## config.mk

```make
export PLATFORM = sky130hd
export DESIGN_NAME = reg_dump_reader
export DESIGN_NICKNAME = d
export VERILOG_FILES = /design/src/rtl/reg_dump_reader_pkg.sv /design/src/rtl/reg_dump_reader.sv
export SDC_FILE = /design/constraint.sdc
export NUM_CORES = 1
export LEC_CHECK = 0
export ABC_AREA = 1
export ABC_CLOCK_PERIOD_IN_PS = 2200
export CAP_MARGIN = 20
export CORE_MARGIN = 3
export CORE_UTILIZATION = 47
export CTS_CLUSTER_DIAMETER = 60
export DETAILED_ROUTE_END_ITERATION = 10
export PLACE_DENSITY = 0.95
export SLEW_MARGIN = 20
export SYNTH_ARGS = -nofsm -noshare
export SYNTH_HDL_FRONTEND = slang
export SYNTH_SLANG_ARGS = --single-unit
export TNS_END_PERCENT = 10
```

## constraint.sdc

```tcl
create_clock -name clk -period 2.2 [get_ports clk]
set_input_delay 0.44 -clock clk [delete_from_list [all_inputs] [get_ports clk]]
set_output_delay 0.44 -clock clk [all_outputs]
set_load 0.005 [all_outputs]
```

## src/rtl/reg_dump_reader_pkg.sv

```systemverilog
// Shared processor definitions: default register-file geometry and the
// state encoding of the register dump reader.
package reg_dump_reader_pkg;

    localparam int DATA_W = 32;
    localparam int ADDR_W = 5;

    typedef enum logic [1:0] {
        ST_IDLE  = 2'd0,
        ST_FETCH = 2'd1,
        ST_SEND  = 2'd2,
        ST_DONE  = 2'd3
    } dump_state_e;

endpackage

```

## src/rtl/reg_dump_reader.sv

```systemverilog
// Walks register-file entries lo_idx..hi_idx through the combinational read
// port and streams each value out as a valid/ready beat, holding core writes.
module reg_dump_reader
    import reg_dump_reader_pkg::*;
#(
    parameter int DATA = DATA_W,
    parameter int ADDR = ADDR_W
) (
    input  logic            clk,
    input  logic            rstn,
    input  logic            start,
    input  logic [ADDR-1:0] lo_idx,
    input  logic [ADDR-1:0] hi_idx,
    output logic [ADDR-1:0] rf_ra,
    input  logic [DATA-1:0] rf_rd,
    output logic            out_valid,
    input  logic            out_ready,
    output logic [DATA-1:0] out_data,
    output logic [ADDR-1:0] out_idx,
    output logic            out_last,
    output logic            busy,
    output logic            stall_req,
    output logic            done
);

    dump_state_e     state_q, state_d;
    logic [ADDR-1:0] idx_q, idx_d;
    logic [ADDR-1:0] hi_q, hi_d;
    logic [DATA-1:0] out_data_q, out_data_d;
    logic [ADDR-1:0] out_idx_q, out_idx_d;
    logic            out_last_q, out_last_d;

    always_ff @(posedge clk or negedge rstn) begin
        if (!rstn) begin
            state_q    <= ST_IDLE;
            idx_q      <= '0;
            hi_q       <= '0;
            out_data_q <= '0;
            out_idx_q  <= '0;
            out_last_q <= 1'b0;
        end else begin
            state_q    <= state_d;
            idx_q      <= idx_d;
            hi_q       <= hi_d;
            out_data_q <= out_data_d;
            out_idx_q  <= out_idx_d;
            out_last_q <= out_last_d;
        end
    end

    always_comb begin
        state_d    = state_q;
        idx_d      = idx_q;
        hi_d       = hi_q;
        out_data_d = out_data_q;
        out_idx_d  = out_idx_q;
        out_last_d = out_last_q;
        rf_ra      = '0;
        out_valid  = 1'b0;
        done       = 1'b0;

        unique case (state_q)
            ST_IDLE: begin
                if (start) begin
                    idx_d   = lo_idx;
                    hi_d    = hi_idx;
                    state_d = (lo_idx <= hi_idx) ? ST_FETCH : ST_DONE;
                end
            end
            ST_FETCH: begin
                rf_ra      = idx_q;
                out_data_d = rf_rd;
                out_idx_d  = idx_q;
                out_last_d = (idx_q == hi_q);
                state_d    = ST_SEND;
            end
            ST_SEND: begin
                out_valid = 1'b1;
                if (out_ready) begin
                    // Compare before incrementing so hi at the top address ends cleanly.
                    if (idx_q == hi_q) begin
                        state_d = ST_DONE;
                    end else begin
                        idx_d   = idx_q + 1'b1;
                        state_d = ST_FETCH;
                    end
                end
            end
            ST_DONE: begin
                done    = 1'b1;
                state_d = ST_IDLE;
            end
            default: state_d = ST_IDLE;
        endcase
    end

    assign busy      = (state_q != ST_IDLE);
    assign stall_req = (state_q == ST_FETCH) || (state_q == ST_SEND);
    assign out_data  = out_data_q;
    assign out_idx   = out_idx_q;
    assign out_last  = out_last_q;

endmodule

```

==> Word level (Yosys, flattened, before mapping) <==
Index checks and enable logic that the tools add are counted.
{ "totals": {"register_bits": 50, "inputBits": 46, "wordCells": 34, "output_inout_bits": 47} }
{ "classes": {"n_eq_ne": 7, "reduce_logical": 7, "n_addsub": 1, "mux": 12, "n_lt_le_gt_ge": 1} }
{ "op_table": {"columns": ["cell", "n"], "rows": [
  ["5-bit 2-to-1 mux", 4],
  ["5-bit case mux with 2 select lines", 1],
  ["2-bit 2-to-1 mux", 4],
  ["2-bit case mux with 4 select lines", 1],
  ["2-bit inequality test (second input constant)", 3],
  ["5-bit by 1-bit adder with 5-bit output (second input constant)", 1],
  ["5-bit equality test", 1],
  ["5-bit <= comparator", 1],
  ["2-bit equality test (second input constant)", 2],
  ["2-bit AND reduction", 2],
  ["4-bit AND reduction", 1],
  ["2-bit nonzero test", 2],
  ["2-bit by 1-bit equality test with 1-bit output (second input constant)", 1],
  ["2-bit logical NOT", 1],
  ["1-bit 2-to-1 mux", 2],
  ["1-bit logical OR", 1]
]} }

==> Depth between registers and ports, before layout <==
Gate-level depths: netlist (run 1).
{ "logic_depth": {"depth_word": 4, "ltp_mapped": 9, "depth_no_buf": 8} }

==> Least setup slack after synthesis (run 1) <==
No wires, ideal clock.
{ "synth_timing": {"path_kind": "register to output", "start": "reg state_q[1]", "end": "out rf_ra[1]", "path_stages_with_launch": 6, "t_required_ns": 1.760, "path_buffers": 1, "path_slack_ns": 0.695, "arrival_time_ns": 1.065, "path_cell_list": "dfrtp_1 inv_1 ha_1 clkbuf_1 nand2_1 inv_1"} }
{ "synth_between": {"elab_chain_len": 2} }
{ "synth_lines": {"columns": ["element", "line_no", "text"], "rows": [
  ["from (decl)", "reg_dump_reader.sv:26", "dump_state_e state_q, state_d;"],
  ["from (signal assigned)", "reg_dump_reader.sv:42", "state_q <= state_d;"],
  ["2-bit by 1-bit equality test with 1-bit output", "reg_dump_reader.sv:62", "unique case (state_q)"],
  ["5-bit 2-to-1 mux", "reg_dump_reader.sv:62", null],
  ["to (decl)", "reg_dump_reader.sv:14", "output logic [ADDR-1:0] rf_ra,"]
]} }
No other way between the ends.

==> Worst setup path in the final report (run 1) <==
Ends and elaborated chain as after synthesis.

==> impl_metrics.tcl, run 1 <==
set metrics [dict create \
    outcome "finished clean" \
    drv_slew 0 \
    htreeDepth 2 \
    pre_cts_ws_ns 0.2027 \
    yosysTopAreaCell "dfrtp_1" \
    pwr_density_cell_nw_per_um2 1396 \
    ir_drop_uv 847.7 \
    place_congestion 0.7603 \
    clk_pin_slew_worst_paths_ns 0.09 \
    cts_inserted_buffers 5 \
    critPathMaxFanout 8 \
    clock_sinks 50 \
    max_clock_freq_ghz 0.4703 \
    vias 2124 \
    relSlewSlack 0.5532 \
    grt_pass1_wl_mm 10.39 \
    wl_per_cell_um 13.95 \
    fin_nets 429 \
    syn_area_per_cell_um2 8.546 \
    cts_max_path_buffers 2 \
    ant_nets 0 \
    io_pins 93 \
    fp.dieH_um 76.97 \
    syn_to_final_growth_pct 47.09 \
    fill_cells 373 \
    rsz0062_at_grt "true" \
    crit_path_start_kind "flip-flop" \
    synth_nets 334 \
    ff2ff_path_depth 7 \
    finalSetupViolCount 0 \
    dpl-instance-area_um2 3356 \
    dpl.hpwl_mm 4.701 \
    placementRows 25 \
    overflow 0 \
    worstSetupEndpointType "primary output" \
    cts_tree "built" \
    dieArea_um2 5924 \
    start_util 0.4946 \
    core_um2 4786 \
    drt_iter0_drc 102 \
    antenna_found_initial 0 \
    io_buffers 92 \
    period_share 0.9665 \
    drive_gt1_frac 0.08311 \
    avgViaCountPerCell 4.827 \
    ys_ff_latch 50 \
    drcViolationCount 0 \
    wirelength_mm 6.138 \
    root_buffer "clkbuf_8" \
    final_util 0.7276 \
    first_pass_iters 4 \
    cap_violations 0 \
    synth.distinct_cells 27 \
    required_ns 1.76 \
    synth_top_area_frac 0.5285 \
    design_area_um2 3482 \
    finClkSkew_ns 0.007947 \
    fp.dieW_um 76.97 \
    antennaDiodeCount 0 \
    ys_warn_count 0 \
    clk_latency_ns 0.30 \
    worstMarginPinSlew_ns 0.6701 \
    synth.area.top_cells "dfrtp_1 53%, nand2_1 22%, ha_1 5.8%" \
    holdWs_ns 0.1668 \
    grtUsageTotal 0.2186 \
    crit_type "reg -> out" \
    cp_data_arrival_time_ns 1.69 \
    synth_cells 277 \
    hold_class "in -> async" \
    holdBufCountCts 0 \
    power_leakage_nw 1.769 \
    hold_violations 0 \
    period_needed_ns 2.126 \
    synth-seq-area-share 0.5285 \
    grt_max_degree 41 \
    grt_pass1_vias 2212 \
    synth_area_um2 2367 \
    worst_slack_ns 0.07374 \
]
[Yosys cell counts, drive strengths merged]
| library cell | number |
|---|---|
| nand2 | 141 |
| dfrtp | 50 |
| inv | 25 |
| o21ai | 12 |
| ha | 11 |
| nor2 | 6 |
| a21oi | 5 |
| clkbuf | 5 |
| nand3 | 5 |
| buf | 4 |
| mux2i | 4 |
| xnor2 | 2 |
| xor2 | 2 |
| clkinv | 1 |
| mux2 | 1 |
| nand4 | 1 |
| o21bai | 1 |
| o22ai | 1 |
[final timing paths]
check                                               from                        to  slack (ns)
worst min register to register  out_data[31]$_DFFE_PN0N_  out_data[31]$_DFFE_PN0N_        0.48
min in group clk                out_data[31]$_DFFE_PN0N_  out_data[31]$_DFFE_PN0N_        0.48
worst max register to register    state_q[0]$_DFFE_PN0P_    state_q[1]$_DFFE_PN0P_        0.30
worst min-delay path                                rstn  out_data[22]$_DFFE_PN0N_        0.17
worst max-delay path              state_q[1]$_DFFE_PN0P_                  rf_ra[1]        0.07
max in group asynchronous                           rstn      out_last$_DFFE_PN0N_        1.40
[sequential cells by signal (all words and copies together) (netlist names)]
register / flops
idx_q: 5
out_idx: 5
out_data: 32
out_last: 1
state_q: 2
hi_q: 5
[area by class of cell]
| type | count | area (um2) | area share |
|---|---|---|---|
| flip-flops and latches | 50 | 1251 | 0.3593 |
| repair buffers | 97 | 953.4 | 0.2738 |
| multi-input cells | 192 | 989.7 | 0.2842 |
| well taps | 67 | 83.83 | 0.02407 |
| clock inverters | 1 | 30.03 | 0.008624 |
| inverters | 26 | 97.59 | 0.02803 |
| clock buffers | 7 | 76.32 | 0.02192 |
[logic make-up after synthesis]
kind of cell             after synthesis  synth area share
AND/OR/NAND/NOR                      153            0.2611
multiplexers                           5           0.02167
XOR/XNOR                               4           0.01480
adder cells (fa/ha/maj)               11           0.05814
flip-flops                            50            0.5285
buffers and inverters                 35           0.05867
AO/OA/AOI/OAI                         19           0.05708
[critical path, cell delays in order (launching register included)]
cell and delay, ns:
dfrtp_1 0.43, inv_2 0.11, ha_4 0.17, nand2_1 0.09, inv_1 0.07, clkdlybuf4s50_1 0.52
[where the power goes]
group | internal, mW | switching, mW | leakage, nW | total [mW]
Clock | 0.341 | 0.294 | 0.0524 | 0.635
Sequential | 1.37 | 0.322 | 0.619 | 1.69
Combinational | 1.28 | 1.25 | 1.10 | 2.53
Total | 2.99 | 1.87 | 1.77 | 4.86
[cells in the final DEF (no fill, tap or decap), drive strengths merged]
master and n:
clkdlybuf4s50 91, nand4 1, inv 25, nand2 141
dfrtp 50, ha 11, nand3 5, nor2 6
a21oi 5, clkinv 1, clkbuf 7, xor2 2
xnor2 2, mux2 1, o22ai 1, mux2i 4
buf 6, o21ai 12, bufinv 1, o21bai 1
[per-stage QoR]
step / TNS (ns) / power, mW / cells
2_1_floorplan: 0 / 2.952 / 277
3_3_place_gp: 0 / 4.062 / 431
3_5_place_dp: 0 / 4.208 / 431
4_1_cts: 0 / 4.873 / 439
5_1_grt: -0.001296 / 5.244 / 440
6_report: 0 / 4.861 / 440
[repair_timing]
item,in CTS,in global routing
resized for setup,2,1
hold endpoints to repair,0,0
buffers inserted,0,1
endpoints found under the setup margin,5,6
[routing by layer]
| layer | up-vias | GRT usage | part of all wire |
|---|---|---|---|
| met4 | 0 | 0.06584 | 0.017 |
| li1 | 1032 | - | - |
| met3 | 12 | 0.05047 | 0.054 |
| met5 | - | 0 | 0 |
| met2 | 70 | 0.3963 | 0.51 |
| met1 | 1010 | 0.2564 | 0.42 |
Power figures use the tool's default switching activity.
==> run 2, diff against run 1 <==
--- a/config.mk
+++ b/config.mk
@@ -12,6 +12,7 @@
 export CORE_UTILIZATION = 47
 export CTS_CLUSTER_DIAMETER = 60
 export DETAILED_ROUTE_END_ITERATION = 10
+export GPL_TIMING_DRIVEN = 0
 export PLACE_DENSITY = 0.95
 export SLEW_MARGIN = 20
 export SYNTH_ARGS = -nofsm -noshare
==> impl_metrics.tcl, run 2 (synthesis results as in run 1) <==
set metrics [dict create \
    outcome "finished clean" \
    cts_inserted_buffers 5 \
    io_pins 93 \
    cts_tree "built" \
    holdWs_ns 0.08636 \
    r2r_start "state_q[0]$_DFFE_PN0P_" \
    antennaDiodeCount 0 \
    critPathMaxFanout 5 \
    cp_data_arrival_time_ns 1.67 \
    finClkSkew_ns 0.007205 \
    cts_max_path_buffers 2 \
    rsz0062_at_grt "false" \
    reg2reg_to "idx_q[2]$_DFFE_PN0P_" \
    cp_top_family "buffers and inverters" \
    final_util 0.7328 \
    relSlewSlack 0.6818 \
    wirelength_mm 5.652 \
    clk_latency_ns 0.30 \
    worstMarginPinSlew_ns 0.4773 \
    cap_violations 0 \
    hold_violations 0 \
    drive_gt1_frac 0.09499 \
    ff2ff_path_depth 8 \
    antenna_found_initial 0 \
    io_buffers 92 \
    clock_sinks 50 \
    power.total_mw 4.767 \
    core_um2 4786 \
    htreeDepth 2 \
    start_util 0.4946 \
    drt_iter0_drc 64 \
    final_cell_mix "139 x nand2_1, 90 x clkdlybuf4s50_1, 50 x dfrtp_1" \
    clk_pin_slew_worst_paths_ns 0.09 \
    layout_commonest_cell "nand2_1" \
    first_pass_iters 6 \
    seqCellArea_um2 1251 \
    grtUsageTotal 0.2006 \
    grt_max_degree 31 \
    grt_pass1_wl_mm 9.522 \
    period_share 0.9608 \
    critPathBufInv 2 \
    holdBufCountCts 0 \
    syn_to_final_growth_pct 48.15 \
    fp.dieW_um 76.97 \
    vias 2098 \
    multi_input_area_um2 992.2 \
    fin_nets 435 \
    wl_per_cell_um 12.67 \
    drv_slew 0 \
    fp.dieH_um 76.97 \
    max_clock_freq_ghz 0.4731 \
    fill_cells 356 \
    reg2reg_slack_ns 0.51 \
    crit_path_start_kind "flip-flop" \
    crit_slowest_cell "clkdlybuf4s50_1" \
    place_congestion 0.7399 \
    finalSetupViolCount 0 \
    required_ns 1.76 \
    hold_class "in -> async" \
    placementRows 25 \
    drcViolationCount 0 \
    largest_reg_flops 32 \
    critPathMaxStageDelay_ns 0.53 \
    root_buffer "clkbuf_8" \
    ir_drop_uv 797.2 \
    design_area_um2 3507 \
    worstPathCellList "inv_2 > ha_2 > clkdlybuf4s50_1" \
    crit_type "reg -> out" \
    worstSetupEndpointType "primary output" \
    dpl.hpwl_mm 4.425 \
    ant_nets 0 \
    overflow 0 \
    power_leakage_nw 1.799 \
    grt_pass1_vias 2073 \
    period_needed_ns 2.114 \
    dieArea_um2 5924 \
    pwr_density_cell_nw_per_um2 1359 \
    avgViaCountPerCell 4.704 \
    dpl-instance-area_um2 3387 \
]
## run 2: power breakdown
| part | switching (mW) | internal [mW] |
|---|---|---|
| Combinational | 1.24 | 1.31 |
| Clock | 0.292 | 0.254 |
| Sequential | 0.294 | 1.37 |
| Total | 1.83 | 2.94 |
## run 2: layout make-up
class | instances | area share
Buffer | 8 | 0.01070
Tap cell | 67 | 0.02390
Timing Repair Buffer | 95 | 0.2719
Multi-Input combinational cell | 192 | 0.2829
Sequential cell | 50 | 0.3568
Clock inverter | 1 | 0.001427
Inverter | 26 | 0.02783
Clock buffer | 7 | 0.02462
## run 2: worst register-to-register path, delay by kind of cell (launching register included)
| kind | cells | cell delay (ns) |
|---|---|---|
| flip-flops | 1 | 0.44 |
| AO/OA/AOI/OAI | 3 | 0.38 |
| buffers and inverters | 2 | 0.27 |
| adder cells (fa/ha/maj) | 1 | 0.25 |
| AND/OR/NAND/NOR | 2 | 0.23 |
## run 2: metal layers
metal,GRT usage,up-vias,routed length [um]
met1,0.2266,971,2273
met4,0.04626,0,55
li1,-,1050,-
met2,0.3763,71,2963
met3,0.05164,6,360
met5,0,-,0
## run 2: how the worst max path moves through the flow
stage	start	endpoint	cells after the start
global placement	rstn	hi_q[2]$_DFFE_PN0P_	1
detailed placement	state_q[1]$_DFFE_PN0P_	rf_ra[0]	6
finish	state_q[0]$_DFFE_PN0P_	out_valid	3
floorplan	state_q[1]$_DFFE_PN0P_	rf_ra[1]	5
CTS	state_q[1]$_DFFE_PN0P_	rf_ra[0]	5
global route	state_q[0]$_DFFE_PN0P_	out_valid	3
## run 2: timing repair
action / in CTS / in global routing
setup buffers: 0 / 2
gates resized for setup: 4 / 2
endpoints found under the setup margin: 6 / 7
## run 2: through the flow
| stage | instances | TNS (ns) | setup WS [ns] |
|---|---|---|---|
| after floorplan | 277 | 0 | 0.6954 |
| after global placement | 436 | -33.26 | -0.6672 |
| after detailed placement | 437 | -0.1905 | -0.04368 |
| after CTS | 444 | 0 | 0.01598 |
| after global routing | 446 | 0 | 0.004232 |
| final | 446 | 0 | 0.08626 |
